File: src/rtl/sdg_step_ctrl_pkg.sv
// Shared types and constants for the self-decimated generator step controller.
package sdg_step_ctrl_pkg;

  typedef enum logic [1:0] {
    ST_IDLE = 2'd0,
    ST_STEP = 2'd1,
    ST_HOLD = 2'd2
  } sdg_state_e;

  localparam logic [31:0] SDG_TAPS_DEFAULT = 32'h8020_0003;
  localparam logic [31:0] SDG_SEED_DEFAULT = 32'h0000_0001;

  // A configured step count of zero still advances the LFSR once.
  function automatic logic [31:0] nz_count(input logic [31:0] c);
    return (c == 32'd0) ? 32'd1 : c;
  endfunction

endpackage

File: src/rtl/sdg_step_ctrl_if.sv
// Seed/config and keystream handshake bundle for sdg_step_ctrl.
// Optional lockup flag present only when SDG_LOCKUP_DET_EN is defined.
interface sdg_step_ctrl_if #(
  parameter int WIDTH = 32,
  parameter int CW    = 8
);

  logic             seed_load;
  logic [WIDTH-1:0] seed;
  logic             en;
  logic [CW-1:0]    cfg_d0;
  logic [CW-1:0]    cfg_d1;
  logic             out_bit;
  logic             out_valid;
  logic             out_ready;
  logic             busy;
  logic [WIDTH-1:0] lfsr_state;
`ifdef SDG_LOCKUP_DET_EN
  logic             lockup;

  modport master (
    output seed_load, seed, en, cfg_d0, cfg_d1, out_ready,
    input  out_bit, out_valid, busy, lfsr_state, lockup
  );

  modport slave (
    input  seed_load, seed, en, cfg_d0, cfg_d1, out_ready,
    output out_bit, out_valid, busy, lfsr_state, lockup
  );
`else
  modport master (
    output seed_load, seed, en, cfg_d0, cfg_d1, out_ready,
    input  out_bit, out_valid, busy, lfsr_state
  );

  modport slave (
    input  seed_load, seed, en, cfg_d0, cfg_d1, out_ready,
    output out_bit, out_valid, busy, lfsr_state
  );
`endif

endinterface

File: src/rtl/sdg_step_ctrl_lfsr.sv
// Fibonacci LFSR register with a step enable; a load overrides the step.
module sdg_step_ctrl_lfsr #(
  parameter int               WIDTH   = 32,
  parameter logic [WIDTH-1:0] TAPS    = WIDTH'(32'h8020_0003),
  parameter logic [WIDTH-1:0] RST_VAL = WIDTH'(32'h0000_0001)
) (
  input  logic             clk,
  input  logic             rst,
  input  logic             load,
  input  logic [WIDTH-1:0] load_val,
  input  logic             step,
  output logic [WIDTH-1:0] state
);

  always_ff @(posedge clk) begin
    if (rst) begin
      state <= RST_VAL;
    end else if (load) begin
      state <= load_val;
    end else if (step) begin
      state <= {^(state & TAPS), state[WIDTH-1:1]};
    end
  end

endmodule

File: src/rtl/sdg_step_ctrl.sv
// SDG sequencer: steps the LFSR D0/D1 times per group, then offers one bit on valid/ready.
// Optional SDG_LOCKUP_DET_EN adds all-zero LFSR recovery and a sticky lockup flag.
module sdg_step_ctrl
  import sdg_step_ctrl_pkg::*;
#(
  parameter int               WIDTH        = 32,
  parameter logic [WIDTH-1:0] TAPS         = WIDTH'(SDG_TAPS_DEFAULT),
  parameter logic [WIDTH-1:0] SEED_DEFAULT = WIDTH'(SDG_SEED_DEFAULT),
  parameter int               CW           = 8
) (
  input logic           clk,
  input logic           rst,
  sdg_step_ctrl_if.slave bus
);

  sdg_state_e       state;
  sdg_state_e       next_state;
  logic [WIDTH-1:0] lfsr;
  logic [WIDTH-1:0] seed_sub;
  logic [WIDTH-1:0] load_val;
  logic             load;
  logic             step;
  logic             busy;
  logic             start_grp;
  logic             lock_hit;
  logic [CW-1:0]    cnt;
  logic [CW-1:0]    start_cnt;
  logic             out_bit_q;
  logic             out_valid_q;

  assign seed_sub  = (bus.seed == '0) ? SEED_DEFAULT : bus.seed;
  // cnt holds the number of shifts still owed after the current one.
  assign start_cnt = CW'(nz_count(32'(lfsr[0] ? bus.cfg_d1 : bus.cfg_d0)) - 32'd1);

`ifdef SDG_LOCKUP_DET_EN
  logic          lockup_q;
  logic [CW-1:0] restart_cnt;

  assign lock_hit    = (state == ST_STEP) && (lfsr == '0);
  // After recovery the LFSR holds SEED_DEFAULT, so its bit 0 picks the new length.
  assign restart_cnt = CW'(nz_count(32'(SEED_DEFAULT[0] ? bus.cfg_d1 : bus.cfg_d0)) - 32'd1);

  always_ff @(posedge clk) begin
    if (rst || bus.seed_load) begin
      lockup_q <= 1'b0;
    end else if (lock_hit) begin
      lockup_q <= 1'b1;
    end
  end

  assign bus.lockup = lockup_q;
`else
  assign lock_hit = 1'b0;
`endif

  sdg_step_ctrl_lfsr #(
    .WIDTH   (WIDTH),
    .TAPS    (TAPS),
    .RST_VAL (SEED_DEFAULT)
  ) u_lfsr (
    .clk      (clk),
    .rst      (rst),
    .load     (load),
    .load_val (load_val),
    .step     (step),
    .state    (lfsr)
  );

  always_ff @(posedge clk) begin
    if (rst) begin
      state <= ST_IDLE;
    end else begin
      state <= next_state;
    end
  end

  always_comb begin
    next_state = state;
    if (bus.seed_load) begin
      next_state = ST_IDLE;
    end else begin
      case (state)
        ST_IDLE: if (bus.en) next_state = ST_STEP;
        ST_STEP: if (!lock_hit && cnt == '0) next_state = ST_HOLD;
        ST_HOLD: if (bus.out_ready) next_state = bus.en ? ST_STEP : ST_IDLE;
        default: next_state = ST_IDLE;
      endcase
    end
  end

  always_comb begin
    load      = bus.seed_load || lock_hit;
    load_val  = bus.seed_load ? seed_sub : SEED_DEFAULT;
    step      = (state == ST_STEP);
    busy      = (state == ST_STEP) || (state == ST_HOLD);
    start_grp = 1'b0;
    if (!bus.seed_load && bus.en) begin
      start_grp = (state == ST_IDLE) || (state == ST_HOLD && bus.out_ready);
    end
  end

  // Counter and output register; out_bit captures the post-shift bit 0, i.e. lfsr[1].
  always_ff @(posedge clk) begin
    if (rst) begin
      cnt         <= '0;
      out_bit_q   <= 1'b0;
      out_valid_q <= 1'b0;
    end else if (bus.seed_load) begin
      out_valid_q <= 1'b0;
    end else begin
      if (start_grp) begin
        cnt <= start_cnt;
      end
      if (state == ST_HOLD && bus.out_ready && out_valid_q) begin
        out_valid_q <= 1'b0;
      end
      if (state == ST_STEP) begin
`ifdef SDG_LOCKUP_DET_EN
        if (lock_hit) begin
          cnt <= restart_cnt;
        end else
`endif
        if (cnt == '0) begin
          out_bit_q   <= lfsr[1];
          out_valid_q <= 1'b1;
        end else begin
          cnt <= cnt - 1'b1;
        end
      end
    end
  end

  assign bus.out_bit    = out_bit_q;
  assign bus.out_valid  = out_valid_q;
  assign bus.busy       = busy;
  assign bus.lfsr_state = lfsr;

endmodule
File: src/flat_wrapper.sv
// flat-port wrapper written by rule: the top's interface ports become plain ports
module sdg_step_ctrl_flat import sdg_step_ctrl_pkg::*;
#(
  parameter int               WIDTH        = 32,
  parameter logic [WIDTH-1:0] TAPS         = WIDTH'(SDG_TAPS_DEFAULT),
  parameter logic [WIDTH-1:0] SEED_DEFAULT = WIDTH'(SDG_SEED_DEFAULT),
  parameter int               CW           = 8
)
  (clk, rst, bus_seed_load, bus_seed, bus_en, bus_cfg_d0, bus_cfg_d1, bus_out_ready, bus_out_bit, bus_out_valid, bus_busy, bus_lfsr_state);
  sdg_step_ctrl_if #(.WIDTH(WIDTH), .CW(CW)) bus_i ();
  input logic clk;
  input logic rst;
  input wire logic [$bits(bus_i.seed_load)-1:0] bus_seed_load;
  input wire logic [$bits(bus_i.seed)-1:0] bus_seed;
  input wire logic [$bits(bus_i.en)-1:0] bus_en;
  input wire logic [$bits(bus_i.cfg_d0)-1:0] bus_cfg_d0;
  input wire logic [$bits(bus_i.cfg_d1)-1:0] bus_cfg_d1;
  input wire logic [$bits(bus_i.out_ready)-1:0] bus_out_ready;
  output wire logic [$bits(bus_i.out_bit)-1:0] bus_out_bit;
  output wire logic [$bits(bus_i.out_valid)-1:0] bus_out_valid;
  output wire logic [$bits(bus_i.busy)-1:0] bus_busy;
  output wire logic [$bits(bus_i.lfsr_state)-1:0] bus_lfsr_state;
  assign bus_i.seed_load = bus_seed_load;
  assign bus_i.seed = bus_seed;
  assign bus_i.en = bus_en;
  assign bus_i.cfg_d0 = bus_cfg_d0;
  assign bus_i.cfg_d1 = bus_cfg_d1;
  assign bus_i.out_ready = bus_out_ready;
  assign bus_out_bit = bus_i.out_bit;
  assign bus_out_valid = bus_i.out_valid;
  assign bus_busy = bus_i.busy;
  assign bus_lfsr_state = bus_i.lfsr_state;
  sdg_step_ctrl #(.WIDTH(WIDTH), .TAPS(TAPS), .SEED_DEFAULT(SEED_DEFAULT), .CW(CW)) u_core (.clk(clk), .rst(rst), .bus(bus_i));
endmodule
File: config.mk
export PLATFORM = sky130hd
export DESIGN_NAME = sdg_step_ctrl_flat
export DESIGN_NICKNAME = d
export VERILOG_FILES = /design/src/rtl/sdg_step_ctrl_pkg.sv /design/src/rtl/sdg_step_ctrl_if.sv /design/src/rtl/sdg_step_ctrl_lfsr.sv /design/src/rtl/sdg_step_ctrl.sv /design/src/flat_wrapper.sv
export SDC_FILE = /design/constraint.sdc
export NUM_CORES = 1
export LEC_CHECK = 0
export ABC_AREA = 1
export CAP_MARGIN = 30
export CORE_MARGIN = 2
export CORE_UTILIZATION = 48
export CTS_BUF_LIST = sky130_fd_sc_hd__clkbuf_4
export CTS_CLUSTER_DIAMETER = 50
export DETAILED_ROUTE_END_ITERATION = 10
export HOLD_SLACK_MARGIN = 0.08
export PLACE_DENSITY = 0.83
export SYNTH_ARGS = -nofsm -noshare
export SYNTH_HDL_FRONTEND = slang
export SYNTH_SLANG_ARGS = --single-unit
File: constraint.sdc
create_clock -name clk -period 1.9 [get_ports clk]
set_input_delay 0.38 -clock clk [delete_from_list [all_inputs] [get_ports clk]]
set_output_delay 0.38 -clock clk [all_outputs]
set_load 0.05 [all_outputs]
== Word level (Yosys, flattened, before mapping) ==
Index checks and enable logic that the tools add are counted.

* Add/sub/neg operators: 2
* Eq/ne operators: 5
* Muxes and demuxes: 17
* Bitwise gates (word level): 1
* Reduce and logical (&&, ||, !) cells: 15

{| class="wikitable"
|+ Operators with widths
! operator !! number
|-
| $mux W32 || 3
|-
| $logic_not A32 Y1 || 2
|-
| $mux W8 || 5
|-
| $reduce_xor A32 Y1 || 1
|-
| $sub A8 B1 Y8 const B || 2
|-
| $logic_not A8 Y1 || 1
|-
| $mux W2 || 3
|-
| $ne A2 B2 Y1 const B || 3
|-
| $pmux W2 S3 || 1
|-
| $reduce_and A3 Y1 || 2
|-
| $mux W1 || 5
|-
| $logic_and A1 B1 Y1 || 3
|-
| $eq A2 B1 Y1 const B || 1
|-
| $eq A2 B2 Y1 const B || 1
|-
| $logic_not A2 Y1 || 1
|-
| $logic_or A1 B1 Y1 || 2
|-
| $reduce_bool A2 Y1 || 1
|-
| $reduce_or A2 Y1 || 1
|-
| $logic_not A1 Y1 || 1
|-
| $not A1 Y1 || 1
|}

* Flip-flop bits (word level): 44
* Word-level logic and storage cells: 45

== Longest topological paths before layout ==
* Word-level depth: 7
* Depth in mapped cells: 16

== Cells and area by module ==
A second synthesis with hierarchy kept.

* Cells, all modules: 459
* Area total of the unflattened synthesis: 2847.7 um^2

{| class="wikitable"
|+ By module, submodules not included
! module !! instances !! cells each !! area each (um^2) !! seq. area each (um^2)
|-
| sdg_step_ctrl || 1 || 274 || 1483.9 || 240.2
|-
| sdg_step_ctrl_lfsr || 1 || 185 || 1363.8 || 640.6
|}

== Worst setup path before layout ==
No wires, ideal clock.

* Path kind: register to register
* From: register u_core.u_lfsr.state[0]
* To: register u_core.cnt[6]
* Setup time: 0.112 ns
* Arrival time: 2.006 ns
* Required time: 1.788 ns
* Path slack: -0.218 ns
* Cell stages (with the launch flop): 17
* Buffers on the path: 0
* Clock period less this slack: 2.118 ns
* Cells stage by stage: dfxtp_1 -> inv_2 -> nand2_1 -> nand2_4 -> nand2_2 -> nor2_4 -> a21boi_2 -> ha_1 -> inv_1 -> nor2_2 -> nand2_1 -> nor2_1 -> nand2_1 -> nand3_1 -> nand2_1 -> nand2_1 -> nand2_1

* Word-level cells in the longest chain between the ends: 7

{| class="wikitable"
|+ RTL lines
! what !! RTL line !! text
|-
| start, declared || sdg_step_ctrl_lfsr.sv:12 || <nowiki>output logic [WIDTH-1:0] state</nowiki>
|-
| start signal, assigned || sdg_step_ctrl_lfsr.sv:19 || <nowiki>state <= load_val;</nowiki>
|-
| start signal, assigned || sdg_step_ctrl_lfsr.sv:21 || <nowiki>state <= {^(state & TAPS), state[WIDTH-1:1]};</nowiki>
|-
| $mux W8 * || sdg_step_ctrl.sv:33 || <nowiki>assign start_cnt = CW'(nz_count(32'(lfsr[0] ? bus.cfg_d1 : bus.cfg_d0)) - 32'd1);</nowiki>
|-
| $logic_not A32 Y1 || sdg_step_ctrl_pkg.sv:15 || <nowiki>return (c == 32'd0) ? 32'd1 : c;</nowiki>
|-
| $mux W8 * || sdg_step_ctrl_pkg.sv:15 ||
|-
| $sub A8 B1 Y8 * || sdg_step_ctrl.sv:33 ||
|-
| $mux W8 * || sdg_step_ctrl.sv:111 || <nowiki>if (start_grp) begin</nowiki>
|-
| $mux W8 || sdg_step_ctrl.sv:123 || <nowiki>if (cnt == '0) begin</nowiki>
|-
| $mux W8 * || sdg_step_ctrl.sv:117 || <nowiki>if (state == ST_STEP) begin</nowiki>
|-
| end signal, assigned || sdg_step_ctrl.sv:112 || <nowiki>cnt <= start_cnt;</nowiki>
|-
| end signal, assigned || sdg_step_ctrl.sv:127 || <nowiki>cnt <= cnt - 1'b1;</nowiki>
|-
| end, declared || sdg_step_ctrl.sv:26 || <nowiki>logic [CW-1:0] cnt;</nowiki>
|}

Every way passes the cells marked *; elsewhere a longest branch is shown, timed or not.
A chain may end at the register's enable or synchronous reset.

== Worst setup path in the final report ==
Ends and elaborated chain as after synthesis.

==> impl_results.md <==
- Final hold vios: 0
- Core Area: 0.00544 sq mm
- Clock period minus worst slack: 1.89 ns
- Clock group share of total power: 21.8%
- Worst path slowest cell: dfxtp_4
- Sw Ratio: 37.7%
- Worst Clk Skew: 0.00791 ns
- R2r setup slk: 0.009 ns
- Initial DRC Count: 126
- Seq cells post-synth: 44
- Die Span X: 78.6 um
- Slew headroom: 66.2%
- Critical path type: reg2reg
- DP Area: 0.00373 sq mm
- Max-Cap Viols: 0
- Synth warn: 0
- DP Wirelength: 5.61 mm
- DR pass1 iterations: 4
- Die area: 0.00618 sq mm
- Clock slew at reported path FFs: 0.14 ns
- Ys async rst share: 0%
- Count of different cell masters after synthesis: 33
- Worst-path maximum fanout: 6
- DRC: 0
- Post-synthesis sequential area ratio: 32.9%
- Critical Path Source Type: flop
- WL per Instance: 12.6 um
- Primary FF master, synth: dfxtp_1
- Setup crit end kind: flop
- Period utilization: 99.5%
- All-Layer GR Usage: 24.2%
- CTS Buf Count: 5
- Total number of vias: 3,005
- Share of cells above drive strength 1: 15.9%
- Synthesized cell area: 0.00267 sq mm
- RSZ-0062 raised after global routing: yes
- Clk_lat worst skew: 0.36 ns
- Antenna violations before repair: 0
- Hold Path Origin: u_core.bus.out_bit$_SDFFE_PP0P_
- Logic gate share of total power: 38.6%
- Post-Route WL: 7.43 mm
- GPL Wtd Cong: 0.867
- Via-to-Cell Ratio: 5.11
- Max VDD drop: 0.432 mV
- Most frequent cells in the layout: nand2_1 (73), inv_1 (59), o21ai_0 (54)
- Syn_nets: 468
- Vias in the first global route: 2,931
- I/O pins: 88
- Worst-margin pin slew: 0.510 ns
- First-pass GRT wire length: 12.3 mm
- Net switching power: 0.00103 W
- Main area contributors after synthesis: dfxtp_1 (33%), nand2_1 (11%), o21ai_0 (10%), inv_1 (8.4%), nor2_1 (6.3%)
- Hold path endpoint: u_core.bus.out_bit$_SDFFE_PP0P_
- Power share of the sequential group: 39.6%
- Post-synth top area cell: dfxtp_1
- Ant. Diodes: 0
- Synth Instances: 408
- Die Y: 78.6 um
- Routed Antenna Nets: 0
- Num Clock Sinks: 44
- Worst Path Arrival: 2.17 ns
- Number of port buffers: 87
- Final core occ: 71.0%
- Most used cell, CP: nand2_1
- FF-to-FF End: u_core.cnt[6]$_SDFFE_PP0N_
- CTS H-Tree Depth: 2
- Initial core utilization: 49.2%
- Fillers: 459
- Max Slew Vio Count: 0
- Overflow after GRT: 0
- Status: finished clean
- Final nets: 575
- Peak Freq: 0.529 GHz
- Post-route cell area: 0.00386 sq mm
- Largest net degree at the start of global routing: 32
- Avg Cell Area, Syn: 6.55 sq um
- Internal power: 0.00170 W
- Yosys top cell area share: 32.9%
- Min-Delay Path Class: reg2reg
- Post-synth EDFFs: 0
- Leakage: 1.85 nW
- CP peak stage delay: 0.40 ns
- Pwr dens: 705 mW/mm^2
- Commonest non-fill, non-tap cell in the layout: nand2_1
- P&R area growth vs syn: 44.4%
- Clk buf depth: 2
- Root buffer cell: clkbuf_4
- Final Setup Violations: 0
- Data required time of the worst path: 2.18 ns
- CTS tree: yes
- Hold path depth: 2
- Crit path cell chain: buf_6 > or2_4 > o21ai_2 > a21boi_4 > ha_2 > inv_2 > nor2_4 > nand2_2 > nor2_2 > nand2_1 > nand3_1 > nand2_1 > nand2_1 > nand2_1
- Reg2reg path depth: 14
- # rows: 27
- Reg2reg start: u_core.u_lfsr.state[0]$_SDFFE_PP1P_
## power groups by stage
stage	sequential (W)	combinational (W)	clock, W
floorplan	0.00130	0.000446	0
global placement	0.00110	0.00102	0
detailed placement	0.00110	0.00104	0
CTS	0.00108	0.00102	0.000609
global route	0.00109	0.00114	0.000644
finish	0.00108	0.00105	0.000593
## flip-flops by register name, summed over array words and instances, names as in the netlist
name	cells
u_core.bus.out_bit	1
u_core.bus.out_valid	1
u_core.cnt	8
u_core.state	2
u_core.u_lfsr.state	32
## cells in the mapped netlist (all sizes together) (3+ instances only)
| master | n |
|---|---|
| dfxtp | 44 |
| a21oi | 25 |
| nand2 | 85 |
| nor3 | 3 |
| xor2 | 3 |
| ha | 7 |
| o21ai | 59 |
| nand4 | 10 |
| or2 | 3 |
| inv | 63 |
| buf | 5 |
| a211oi | 19 |
| nand3 | 10 |
| clkbuf | 11 |
| nor2 | 51 |
## worst max path at each step
stage | from | endpoint | cells past startpoint
global placement | bus_cfg_d0[0] | u_core.cnt[6]$_SDFFE_PP0N_ | 14
finish | u_core.u_lfsr.state[0]$_SDFFE_PP1P_ | u_core.cnt[6]$_SDFFE_PP0N_ | 14
CTS | u_core.u_lfsr.state[0]$_SDFFE_PP1P_ | u_core.cnt[6]$_SDFFE_PP0N_ | 16
floorplan | u_core.u_lfsr.state[0]$_SDFFE_PP1P_ | u_core.cnt[6]$_SDFFE_PP0N_ | 16
detailed placement | bus_cfg_d1[4] | u_core.cnt[6]$_SDFFE_PP0N_ | 17
global route | u_core.u_lfsr.state[0]$_SDFFE_PP1P_ | u_core.cnt[6]$_SDFFE_PP0N_ | 14
## metrics by stage
step                std cells  hold WS (ns)  total power (W)  worst slack, ns  setup TNS [ns]
floorplan                 408         0.449          0.00175           0.0162               0
global placement          575         0.468          0.00212           -0.252          -0.766
detailed placement        575         0.469          0.00214           -0.360          -0.991
CTS                       583         0.487          0.00271          -0.0278         -0.0278
global route              588         0.509          0.00287           -0.119          -0.266
finish                    588         0.485          0.00272          0.00892               0
## cell families (layout without fill, tap and decap cells)
family | count (synthesis) | after routing | synth area share [%]
adder cells (fa/ha/maj) | 7 | 7 | 3.28
AND/OR/NAND/NOR | 163 | 163 | 27.2
buffers and inverters | 79 | 187 | 11.7
flip-flops | 44 | 44 | 32.9
AO/OA/AOI/OAI | 110 | 110 | 23.3
XOR/XNOR | 5 | 5 | 1.64
## routing by layer
layer,up-vias,wire length [um],track usage (%)
li1,1543,-,-
met1,1366,3110,26.9
met2,84,3750,44.9
met3,12,446,6.09
met4,0,118,7.72
met5,-,0,0
## critical path, delay by kind of cell, from the launching register on
| family | cells | cell delay [ns] |
|---|---|---|
| simple gates | 9 | 0.75 |
| flops | 1 | 0.40 |
| compound gates | 2 | 0.26 |
| fa+ha+maj | 1 | 0.20 |
| buf+inv | 2 | 0.19 |
## timing repair
item	4_1_cts	5_1_grt
endpoints found under the setup margin	24	3
hold buffers	0	0
buffers inserted	0	5
pin swaps	0	8
resized for setup	23	13
## final cells by class
type                       instances  area, sq um  area share [%]
clock inverter                     3         42.5            1.10
multi-input combinational        285         1510            39.1
sequential                        44          885            22.9
inverter                          63          239            6.19
timing repair buffer             116         1060            27.3
clock buffer                       5         37.5           0.972
tap                               72         90.1            2.33
Power figures use the tool's default switching activity.
